$ cat src/rtl/core_ctrl_pkg.sv
// Shared constants for the core pipeline hazard/flush control.
// State encoding, the x0 register id and performance counter width.
package core_ctrl_pkg;

   localparam int PERF_W = 32;
   localparam logic [4:0] REG_ZERO = 5'd0;

   typedef enum logic [1:0] {
      ST_RUN      = 2'd0,
      ST_LU_STALL = 2'd1,
      ST_REDIRECT = 2'd2,
      ST_BAD      = 2'd3
   } hc_state_e;

   function automatic logic src_hit(
      input logic       en,
      input logic [4:0] rs,
      input logic [4:0] rd
   );
      return en && (rs == rd);
   endfunction

endpackage

$ cat src/rtl/hazard_flush_ctrl_perf.sv
// Wrap-around event counter with synchronous clear.
// Used for the stall-cycle and redirect-event statistics.
module perf_counter
   import core_ctrl_pkg::*;
#(
   parameter int W = PERF_W
) (
   input  logic         clk,
   input  logic         clr_i,
   input  logic         en_i,
   output logic [W-1:0] count_o
);

   logic [W-1:0] cnt_q;

   always_ff @(posedge clk) begin
      if (clr_i) begin
         cnt_q <= '0;
      end else if (en_i) begin
         cnt_q <= cnt_q + W'(1);
      end
   end

   assign count_o = cnt_q;

endmodule

$ cat src/rtl/hazard_flush_ctrl.sv
// Load-use stall and branch-redirect flush control for the 5-stage core.
// Controls are combinational from state; only state and counters are flopped.
module hazard_flush_ctrl
   import core_ctrl_pkg::*;
#(
   parameter int LOAD_USE_BUBBLES = 1,
   parameter int FLUSH_CYCLES     = 1
) (
   input  logic              clk,
   input  logic              rst,
   input  logic [4:0]        IF_ID_Rs1,
   input  logic [4:0]        IF_ID_Rs2,
   input  logic              Use_Rs1,
   input  logic              Use_Rs2,
   input  logic              ID_EX_MemRead,
   input  logic [4:0]        ID_EX_Rd,
   input  logic              EX_Redirect,
   output logic              PC_Stall,
   output logic              IF_ID_Stall,
   output logic              IF_ID_Flush,
   output logic              ID_EX_Flush,
   output logic [1:0]        Hc_State,
   output logic [PERF_W-1:0] Stall_Count,
   output logic [PERF_W-1:0] Flush_Count
);

   localparam logic [2:0] BC_INIT = 3'(LOAD_USE_BUBBLES - 1);
   localparam logic [2:0] FC_INIT = 3'(FLUSH_CYCLES - 1);

   hc_state_e  state_q, state_d;
   logic [2:0] bcnt_q, bcnt_d;
   logic [2:0] fcnt_q, fcnt_d;
   logic       lu;
   logic       redir_acc;

   assign lu = ID_EX_MemRead && (ID_EX_Rd != REG_ZERO) &&
               (src_hit(Use_Rs1, IF_ID_Rs1, ID_EX_Rd) ||
                src_hit(Use_Rs2, IF_ID_Rs2, ID_EX_Rd));

   always_comb begin
      state_d     = state_q;
      bcnt_d      = bcnt_q;
      fcnt_d      = fcnt_q;
      PC_Stall    = 1'b0;
      IF_ID_Stall = 1'b0;
      IF_ID_Flush = 1'b0;
      ID_EX_Flush = 1'b0;
      redir_acc   = 1'b0;
      if (rst) begin
         IF_ID_Flush = 1'b1;
         ID_EX_Flush = 1'b1;
         state_d     = ST_RUN;
         bcnt_d      = '0;
         fcnt_d      = '0;
      end else if (EX_Redirect && (state_q != ST_BAD)) begin
         IF_ID_Flush = 1'b1;
         ID_EX_Flush = 1'b1;
         redir_acc   = 1'b1;
         bcnt_d      = '0;
         if (FLUSH_CYCLES > 1) begin
            state_d = ST_REDIRECT;
            fcnt_d  = FC_INIT;
         end else begin
            state_d = ST_RUN;
         end
      end else begin
         unique case (state_q)
            ST_RUN: begin
               if (lu) begin
                  PC_Stall    = 1'b1;
                  IF_ID_Stall = 1'b1;
                  ID_EX_Flush = 1'b1;
                  if (LOAD_USE_BUBBLES > 1) begin
                     state_d = ST_LU_STALL;
                     bcnt_d  = BC_INIT;
                  end
               end
            end
            // ID/EX already holds a bubble here, so lu is not re-evaluated
            ST_LU_STALL: begin
               PC_Stall    = 1'b1;
               IF_ID_Stall = 1'b1;
               ID_EX_Flush = 1'b1;
               bcnt_d      = bcnt_q - 3'd1;
               if (bcnt_q == 3'd1) state_d = ST_RUN;
            end
            ST_REDIRECT: begin
               IF_ID_Flush = 1'b1;
               fcnt_d      = fcnt_q - 3'd1;
               if (fcnt_q == 3'd1) state_d = ST_RUN;
            end
            default: state_d = ST_RUN;
         endcase
      end
   end

   always_ff @(posedge clk) begin
      if (rst) begin
         state_q <= ST_RUN;
         bcnt_q  <= '0;
         fcnt_q  <= '0;
      end else begin
         state_q <= state_d;
         bcnt_q  <= bcnt_d;
         fcnt_q  <= fcnt_d;
      end
   end

   assign Hc_State = state_q;

   perf_counter #(.W(PERF_W)) u_stall_cnt (
      .clk     (clk),
      .clr_i   (rst),
      .en_i    (PC_Stall && !rst),
      .count_o (Stall_Count)
   );

   perf_counter #(.W(PERF_W)) u_flush_cnt (
      .clk     (clk),
      .clr_i   (rst),
      .en_i    (redir_acc),
      .count_o (Flush_Count)
   );

endmodule

$ cat config.mk
export PLATFORM = sky130hd
export DESIGN_NAME = hazard_flush_ctrl
export DESIGN_NICKNAME = d
export VERILOG_FILES = /design/src/rtl/core_ctrl_pkg.sv /design/src/rtl/hazard_flush_ctrl_perf.sv /design/src/rtl/hazard_flush_ctrl.sv
export SDC_FILE = /design/constraint.sdc
export NUM_CORES = 1
export LEC_CHECK = 0
export BUFFER_PORTS_ARGS = -buffer_cell sky130_fd_sc_hd__clkbuf_2
export CORE_ASPECT_RATIO = 0.8
export CORE_MARGIN = 4
export CORE_UTILIZATION = 45
export DETAILED_ROUTE_END_ITERATION = 16
export GPL_ROUTABILITY_DRIVEN = 0
export HOLD_SLACK_MARGIN = 0.15
export PLACE_DENSITY = 0.78
export SETUP_SLACK_MARGIN = 0.15
export SYNTH_ARGS = -nofsm -noshare
export SYNTH_HDL_FRONTEND = slang
export SYNTH_SLANG_ARGS = --single-unit
$ cat constraint.sdc
create_clock -name clk -period 4.7 [get_ports clk]
set_input_delay 0.705 -clock clk [delete_from_list [all_inputs] [get_ports clk]]
set_output_delay 0.705 -clock clk [all_outputs]
set_load 0.1 [all_outputs]
==> results.sh <==
export IMPL_irDropWorstVdd_mv=0.156
export IMPL_routed_wl_um=8380
export IMPL_dp_hpwl_um=5890
export IMPL_die_height_um=84.3
export IMPL_cp_max_fo=21
export IMPL_place_ws_ns=1.27
export IMPL_io_buffers=88
export IMPL_worstSetupPathType="in -> out"
export IMPL_yosys_area_top_type_share=0.391
export IMPL_antenna_found_initial=0
export IMPL_grt_max_degree=67
export IMPL_power_leakage_uw=0.00140
export IMPL_fp_row_count=27
export IMPL_fin_ws_ns=1.31
export IMPL_cts_hold_buf=0
export IMPL_clk_pin_slew_ns=0.06
export IMPL_drt_first_pass_iters=5
export IMPL_design_area_mm2=0.00391
export IMPL_die_w_um=103
export IMPL_ys_flop_type="dfxtp_1"
export IMPL_post_cts_resize_count=0
export IMPL_clock_tree_root_cell="clkbuf_8"
export IMPL_fmax_mhz=295
export IMPL_cts_max_path_buffers=2
export IMPL_drive_above_1_share=0.247
export IMPL_cap_violations=0
export IMPL_h_tree_depth=3
export IMPL_cts_buffers=9
export IMPL_grt_overflow=0
export IMPL_place_area_mm2=0.00372
export IMPL_synth_warnings=0
export IMPL_core_area_mm2=0.00699
export IMPL_syn_avg_cell_area_um2=8.38
export IMPL_netlist_cell_type_count=39
export IMPL_dieArea_mm2=0.00872
export IMPL_io_pins=91
export IMPL_drtIter0Drc=160
export IMPL_synth_most_common_cell="dfxtp_1"
export IMPL_grt_usage=0.194
export IMPL_finalCriticalPeriod_ns=3.39
export IMPL_whs_ns=0.488
export IMPL_wire_per_inst_um=15.1
export IMPL_synth_edf_count=0
export IMPL_vias=3168
export IMPL_power_total_uw=1060
export IMPL_syn_inst=391
export IMPL_start_kind="primary input"
export IMPL_outcome="complete, no violations"
export IMPL_ys_seq_area_frac=0.391
export IMPL_synthesis_area_mm2=0.00328
export IMPL_synth_ff_latch_count=64
export IMPL_cts_sinks=64
export IMPL_diodes=0
export IMPL_detail_route_vias_per_cell=5.69
export IMPL_post_cts_buffers=0
export IMPL_area_growth_pct=19.2
export IMPL_cp_end_kind="output pin"
export IMPL_p_per_area_mw_per_mm2=271
export IMPL_crit_required_ns=3.99
export IMPL_fin_nets=488
export IMPL_skew_ns=0.00508
export IMPL_setup_violations=0
export IMPL_first_global_vias=2957
export IMPL_synth_commonest_cells="dfxtp_1, nor2_1, a21oi_1"
export IMPL_yosysTopAreaCell="dfxtp_1"
export IMPL_tightest_slew_ns=0.972
export IMPL_rsz0062_at_grt="false"
export IMPL_min_path_type="reg -> reg"
export IMPL_setup_tns_ns=0
export IMPL_fin_crit_sh=0.722
export IMPL_insertion_delay_ns=0.33
export IMPL_hold_viol=0
export IMPL_postRouteAntennaNets=0
export IMPL_synthArstFlopShare=0
export IMPL_slew_viol_final=0
export IMPL_netlist_top_cells_area="dfxtp_1, or4_1, xnor2_1"
export IMPL_grt_pass1_wl_um=13800
export IMPL_drc=0
export IMPL_initial_core_util=0.469
export IMPL_cts_tree="built"
export IMPL_maxSlewHeadroom=0.352
export IMPL_arrival_ns=2.69
[through the flow]
stage	cells	utilization
after CTS	557	0.559
after global placement	541	0.532
final	557	0.559
after global routing	557	0.559
after floorplan	392	-
after detailed placement	541	0.532
[cell usage in the layout (no fill, tap or decap), drive strengths merged]
cell type  Yosys  layout
a21oi         32      32
a32oi          1       1
and2           2       2
and3           5       5
and4           8       8
buf           13       3
clkbuf        16     101
clkinv         0       3
conb           1       2
dfxtp         64      64
ha             2       2
inv            8       8
mux2           1       1
mux2i          2       2
nand2         20      20
nand2b         3       3
nand3         23      23
nand3b         1       1
nand4         15      15
nor2          35      35
nor2b          2       2
nor3           7       7
nor4          13      13
o21a           1       1
o21ai          8       8
o21ba          1       1
o31a           1       1
o31ai         26      26
or2            2       2
or3           10      10
or4           30      30
xnor2         23      23
xor2          15      15
[where the power goes]
group          internal (uW)  switching (uW)  total (uW)
logic                   18.2            60.4        78.6
registers                544            2.86         547
clock network            232             203         435
total                    795             266        1060
[layer usage]
| metal | track usage | share of wire | vias up |
|---|---|---|---|
| li1 | - | - | 1587 |
| met1 | 0.263 | 0.47 | 1494 |
| met2 | 0.294 | 0.46 | 72 |
| met3 | 0.0457 | 0.048 | 15 |
| met4 | 0.0835 | 0.025 | 0 |
| met5 | 0 | 0 | - |
[critical path, stage by stage]
cell and delay, ns:
clkbuf_2 0.11, or4_1 0.56, o21a_1 0.22, nand2_1 0.46
nor2_1 0.18, clkbuf_2 0.43
[final cells by class]
type                            instances  area (um^2)
Clock buffer                           13          169
Sequential cell                        64         1280
Clock inverter                          3         15.0
Fill cell                             648         3090
Tap cell                               87          109
Multi-Input combinational cell        291         1840
Inverter                                8         30.0
Timing Repair Buffer                   91          463
[sequential cells by signal, indices dropped and copies added, names as in the netlist]
signal / count
u_stall_cnt.count_o: 32
u_flush_cnt.count_o: 32
[logic make-up (layout without fill, tap and decap cells)]
logic type | after synthesis | in the layout | synth area share
fa+ha+maj | 2 | 2 | 0.00763
xor+xnor | 38 | 38 | 0.102
flops | 64 | 64 | 0.391
other cells | 1 | 2 | 0.00114
buf+inv | 37 | 115 | 0.0511
simple gates | 176 | 176 | 0.306
mux | 3 | 3 | 0.00954
compound gates | 70 | 70 | 0.132
[final timing paths]
check	startpoint	end	slack, ns	cells after the start
min reg2reg	u_stall_cnt.count_o[22]$_SDFFE_PP0P_	u_stall_cnt.count_o[22]$_SDFFE_PP0P_	0.49	2
max	ID_EX_Rd[1]	PC_Stall	1.31	6
min	u_stall_cnt.count_o[22]$_SDFFE_PP0P_	u_stall_cnt.count_o[22]$_SDFFE_PP0P_	0.49	2
max reg2reg	u_stall_cnt.count_o[0]$_SDFFE_PP0P_	u_stall_cnt.count_o[16]$_SDFFE_PP0P_	2.13	6
(Power assumes the default switching activity.)
